## src/rtl/data1_tx.sv

```systemverilog
// DDR source-synchronous transmitter: FIFO of d0/d1 sample pairs, forwarded clock DCO = clk/2.
// Optional macro DATA1_TX_TESTPAT_EN replaces idle slots with a 16-bit incrementing ramp.
module data1_tx #(
    parameter int          FIFO_DEPTH  = 4,
    parameter int          SYNC_CYCLES = 16,
    parameter logic [15:0] IDLE_WORD   = 16'h0000
) (
    input  logic        clk,
    input  logic        rst_n,
    input  logic [15:0] d0,
    input  logic [15:0] d1,
    input  logic        in_valid,
    output logic        in_ready,
    output logic        Adc1DCO_po,
    output logic        Adc1DCO_no,
    output logic [15:0] Adc1Data_po,
    output logic [15:0] Adc1Data_no,
    output logic        underrun
);

    localparam int AW = (FIFO_DEPTH > 1) ? $clog2(FIFO_DEPTH) : 1;
    localparam int CW = AW + 1;
    localparam int SW = (2 * SYNC_CYCLES > 1) ? $clog2(2 * SYNC_CYCLES) : 1;
    localparam logic [CW-1:0] DEPTH_C   = CW'(FIFO_DEPTH);
    localparam logic [SW-1:0] SYNC_LAST = SW'(2 * SYNC_CYCLES - 1);

    typedef enum logic {SYNC, RUN} state_t;

    state_t         state_q;
    logic           dco_q;
    logic           dco_n_q;
    logic [15:0]    data_q;
    logic [15:0]    data_n_q;
    logic           underrun_q;
    logic           slot_pop_q;
    logic [15:0]    d1_lat_q;
    logic [AW-1:0]  wr_ptr_q;
    logic [AW-1:0]  rd_ptr_q;
    logic [CW-1:0]  count_q;
    logic [SW-1:0]  sync_cnt_q;
    logic [31:0]    mem [FIFO_DEPTH];

    logic           rise;
    logic           push;
    logic           pop;
    logic [31:0]    rd_pair;
    logic [15:0]    data_d;
    logic           idle_slot;
    logic [15:0]    idle_word;

    assign in_ready = rst_n && (count_q < DEPTH_C);

    always_comb begin
        rise      = (state_q == RUN) && !dco_q;
        push      = in_valid && in_ready;
        pop       = rise && (count_q != '0);
        rd_pair   = mem[rd_ptr_q];
        data_d    = idle_word;
        idle_slot = 1'b1;
        if (pop) begin
            data_d    = rd_pair[31:16];
            idle_slot = 1'b0;
        end else if ((state_q == RUN) && dco_q && slot_pop_q) begin
            data_d    = d1_lat_q;
            idle_slot = 1'b0;
        end
    end

`ifdef DATA1_TX_TESTPAT_EN
    logic [15:0] ramp_q;

    assign idle_word = ramp_q;

    always_ff @(posedge clk or negedge rst_n) begin
        if (!rst_n) begin
            ramp_q <= 16'h0000;
        end else if (idle_slot) begin
            ramp_q <= ramp_q + 16'h0001;
        end
    end
`else
    assign idle_word = IDLE_WORD;
`endif

    // Storage array has no reset so it can map onto distributed/block RAM.
    always_ff @(posedge clk) begin
        if (push) begin
            mem[wr_ptr_q] <= {d0, d1};
        end
    end

    always_ff @(posedge clk or negedge rst_n) begin
        if (!rst_n) begin
            state_q    <= SYNC;
            dco_q      <= 1'b0;
            dco_n_q    <= 1'b1;
            data_q     <= IDLE_WORD;
            data_n_q   <= ~IDLE_WORD;
            underrun_q <= 1'b0;
            slot_pop_q <= 1'b0;
            d1_lat_q   <= 16'h0000;
            wr_ptr_q   <= '0;
            rd_ptr_q   <= '0;
            count_q    <= '0;
            sync_cnt_q <= '0;
        end else begin
            dco_q      <= ~dco_q;
            dco_n_q    <= dco_q;
            data_q     <= data_d;
            data_n_q   <= ~data_d;
            underrun_q <= rise && !pop && slot_pop_q;
            if (rise) begin
                slot_pop_q <= pop;
            end
            if (pop) begin
                d1_lat_q <= rd_pair[15:0];
                rd_ptr_q <= rd_ptr_q + 1'b1;
            end
            if (push) begin
                wr_ptr_q <= wr_ptr_q + 1'b1;
            end
            case ({push, pop})
                2'b10:   count_q <= count_q + 1'b1;
                2'b01:   count_q <= count_q - 1'b1;
                default: count_q <= count_q;
            endcase
            // Leave SYNC on the edge that drives DCO low so RUN starts on a rise.
            if (state_q == SYNC) begin
                sync_cnt_q <= sync_cnt_q + 1'b1;
                if ((sync_cnt_q == SYNC_LAST) && dco_q) begin
                    state_q <= RUN;
                end
            end
        end
    end

    assign Adc1DCO_po  = dco_q;
    assign Adc1DCO_no  = dco_n_q;
    assign Adc1Data_po = data_q;
    assign Adc1Data_no = data_n_q;
    assign underrun    = underrun_q;

endmodule

```

## config.mk

```make
export PLATFORM = sky130hd
export DESIGN_NAME = data1_tx
export DESIGN_NICKNAME = d
export VERILOG_FILES = /design/src/rtl/data1_tx.sv
export SDC_FILE = /design/constraint.sdc
export NUM_CORES = 1
export LEC_CHECK = 0
export ABC_AREA = 1
export BUFFER_PORTS_ARGS = -buffer_cell sky130_fd_sc_hd__clkbuf_2
export CAP_MARGIN = 20
export CORE_ASPECT_RATIO = 0.6
export CORE_MARGIN = 1
export CORE_UTILIZATION = 45
export DETAILED_ROUTE_END_ITERATION = 10
export PLACE_DENSITY = 0.66
export SKIP_CTS_REPAIR_TIMING = 1
export SYNTH_ARGS = -nofsm -noshare
export SYNTH_HDL_FRONTEND = slang
export SYNTH_SLANG_ARGS = --single-unit
```

## constraint.sdc

```tcl
create_clock -name clk -period 3.01 [get_ports clk]
set_input_delay 0.602 -clock clk [delete_from_list [all_inputs] [get_ports clk]]
set_output_delay 0.602 -clock clk [all_outputs]
set_load 0.02 [all_outputs]
```

==> flow_results.org <==
** Run status
- Run status :: completed

** Timing
- In the post-route analysis, the smallest setup slack over all paths is 1.019 ns.
- Post-route minimum period :: 1.991 ns
- For the pin with the worst max-slew slack, the measured transition is 0.9887 ns.
- Final Slew Violations :: 0
- Finish-stage setup viols :: 0
- Dividing the final minimum period by the clock period gives 66.14%.
- Total negative setup slack :: 0 ns
- Worst hold slack after final layout :: 0.3754 ns
- The number of hold violations in the final report was 0.
- Skew final :: 0.01078 ns
- Max frequency :: 0.5023 GHz
- Relative slew slack :: 33.99%
- Setup repair after global routing left no endpoint under its margin.

** Routing
- For this run, design rule violations remaining after detail routing come to 0.
- Vias :: 4760
- Total Routed Length :: 15130 um
- For this block, the initial DRC count from the detailed router was 263.
- TritonRoute pass-1 iters :: 5
- Remaining number of nets flagged by the antenna check after routing :: 0
- After detailed routing, the average wire length per cell comes to 14.99 um.
- Dividing the detail-routed via count by the number of cells gives 4.718.

** Placed design
- Post-place setup slack :: 0.7083 ns
- Final weighted congestion in routability-driven placement :: 0.7478
- The number of placed instances, taps included, is 977.
- Detailed placement ended at an HPWL of 9226 um.
- I/O Buffers :: 70

** Floorplan
- Chip width :: 170.3 um
- I/O pin count :: 71
- CORE AREA :: 16400 um^2
- From bottom edge to top edge, the die measures 103.0 um.
- Initial standard-cell utilization of the core :: 46.63%
- Number of cell rows :: 36
- The floorplan step defined a die boundary enclosing 17530 um^2.

** Job
- Max-cap violations in this run came to 0.

** Worst setup path
- STA classifies the critical path endpoint as a register.
- Critical path required time :: 3.36 ns
- Type of the worst setup path :: register to register
- Startpoint types :: register
- Crit-path max FO :: 5
- At the worst endpoint, the arrival time is 2.34 ns.
- The worst register-to-register path has a depth of 11.

** Global route
- For met2 alone, demand over resource in global routing was 29.13%.
- Number of global-route vias before repair :: 4549
- Pin count of the biggest net entering global routing :: 66
- Antenna violations before repair :: 0
- Met1 track demand over resource in global routing :: 25.49%
- The first global-routing pass estimated 24060 um of wire.
- Peak-usage layer in the global routing report :: met2
- Met3 demand-to-capacity share in global routing :: 4.299%
- Global routing used 18.62% of the available tracks.
- Aggregate global routing overflow :: 0

** Synthesis
- Library cell with the largest summed area after synthesis :: edfxtp_1
- Yosys warnings :: 0
- Counting flops with an async set or reset pin after synthesis yields a share of 33.68%.
- Counting flops with a built-in enable in the synthesized netlist gives 128.
- Netlist cell types :: 21
- Summing every instance area after synthesis gives 7645 um^2.
- Summed over its instances, the top area cell type makes up 50.28% of the synthesized netlist area.
- Share of synthesized area occupied by flip-flops and latches :: 71.83%
- Mean instance size in the synthesized netlist :: 11.02 um^2
- Number of flip-flops and latches in the synthesized netlist :: 193
- Post-synth top flop :: edfxtp_1
- Ranking of synthesized cells by area :: edfxtp_1 50%, dfrtp_1 16%, nand2_1 13%, dfstp_2 5.8%, nand3_1 4.3%
- Commonest cells in the synthesized netlist :: 258 x nand2_1, 128 x edfxtp_1, 83 x inv_1, 65 x nand3_1, 48 x dfrtp_1
- The number of nets handed over by synthesis was 737.
- Synthesis handed over a netlist of 694 instances.
- Most repeated cell in the gate-level netlist after synthesis :: nand2_1

** Layout
- Filler Cells Inserted :: 1425
- From synthesis to final layout, the design area changed by 15.65%.
- For this run, the number of standard cells in the final layout without fillers is 1009.
- Fraction of layout cells with a size suffix above 1 :: 17.93%
- Sequential cell area :: 5493 um^2
- Nets :: 811
- The repair_antennas step left the layout with diodes totalling 0.
- Multi-input combinational cell area :: 1708 um^2

** Clock network
- After clock tree synthesis, the clock-pin slew on the worst setup and hold paths is 0.07 ns.
- Number of buffers on the longest clock path :: 2
- Clock sink total :: 193
- Clk Latency, worst-skew pair :: 0.43 ns
- TritonCTS built the clock tree.
- CTS built an H-tree with a depth of 4.
- Clock root buffer :: clkbuf_16
- Clock tree synthesis inserted a total of 17 buffers.

** Power and ir drop
- Power density of the placed cells :: 929.9 nW/um^2
- Worst voltage drop across the vdd grid :: 0.0005287 V
- Leakage power :: 0.003965 uW

** Worst hold path
- Path type of the worst min-delay path :: input pin to asynchronous set/reset pin
[critical path: stages (launching register included)]
cell and delay [ns]:
dfrtp_1 0.42, inv_1 0.08, nand2_1 0.07, inv_1 0.07, nand2_1 0.08, inv_2 0.06, ha_1 0.13, inv_1 0.07
fa_1 0.38, or2_2 0.30, nand2_1 0.09, xor2_1 0.15
[cell type report]
class                   instances  share of cell area [%]
multi-input cells             388                   19.32
inverters                      84                   3.566
well taps                     228                   3.227
repair buffers                 84                   5.151
flip-flops and latches        193                   62.13
clock inverters                 7                  0.4812
clock buffers                  25                   6.128
[power by group]
group / total [uW] / switching (uW) / internal [uW]
clock: 2180 / 931 / 1250
combinational: 2450 / 1730 / 724
sequential: 3590 / 172 / 3410
total: 8220 / 2830 / 5390
[registers in the layout, indices dropped and copies added, names as in the netlist]
signal,flops
mem,128
Adc1Data_no,16
Adc1Data_po,16
d1_lat_q,16
sync_cnt_q,5
count_q,3
rd_ptr_q,2
wr_ptr_q,2
Adc1DCO_no,1
Adc1DCO_po,1
slot_pop_q,1
state_q,1
underrun,1
[metal layers]
metal	up-vias	share of wire (%)
met5	-	0
met4	0	1.4
met3	15	5.8
met2	131	45
met1	2250	48
li1	2364	-
[kinds of logic (layout without fill, tap and decap cells)]
logic type	Yosys count	in the layout	share of synthesized area, %
xor gates and xnor gates	6	6	0.6874
and+or+nand+nor	353	353	18.48
buffers and inverters	113	200	6.219
AOI/OAI and AO/OA	21	21	1.375
adders and majority gates	8	8	1.407
DFF	193	193	71.83
[layout by cell type (no fill, tap or decap), types with 7 or more instances in the layout]
cell type and count:
a21oi_1 18, buf_4 14, clkbuf_16 19, clkbuf_2 69, dfrtp_1 47, dfstp_2 17, edfxtp_1 128, ha_1 7
inv_1 82, nand2_1 258, nand3_1 65, nor2_1 23
[final timing paths]
check / slack, ns / from / endpoint
worst min-delay path: 0.38 / rst_n / underrun$_DFF_PN0_
min in group clk: 0.39 / d0[1] / mem[3][17]$_DFFE_PP_
worst max-delay path: 1.02 / Adc1DCO_po$_DFF_PN0_ / count_q[2]$_DFFE_PN0P_
worst max register to register: 1.02 / Adc1DCO_po$_DFF_PN0_ / count_q[2]$_DFFE_PN0P_
max in group asynchronous: 2.03 / rst_n / rd_ptr_q[0]$_DFFE_PN0N_
worst min register to register: 0.44 / Adc1DCO_po$_DFF_PN0_ / Adc1DCO_no$_DFF_PN1_
[through the flow]
step | instance area [um^2] | utilization [%] | power, uW
2_1_floorplan | 7645 | - | 5324
3_3_place_gp | 8257 | 50.36 | 6043
3_5_place_dp | 8257 | 50.36 | 6106
4_1_cts | 8841 | 53.92 | 8298
5_1_grt | 8841 | 53.92 | 8711
6_report | 8841 | 53.92 | 8221
Note: power is estimated with default switching activity, not from simulation.
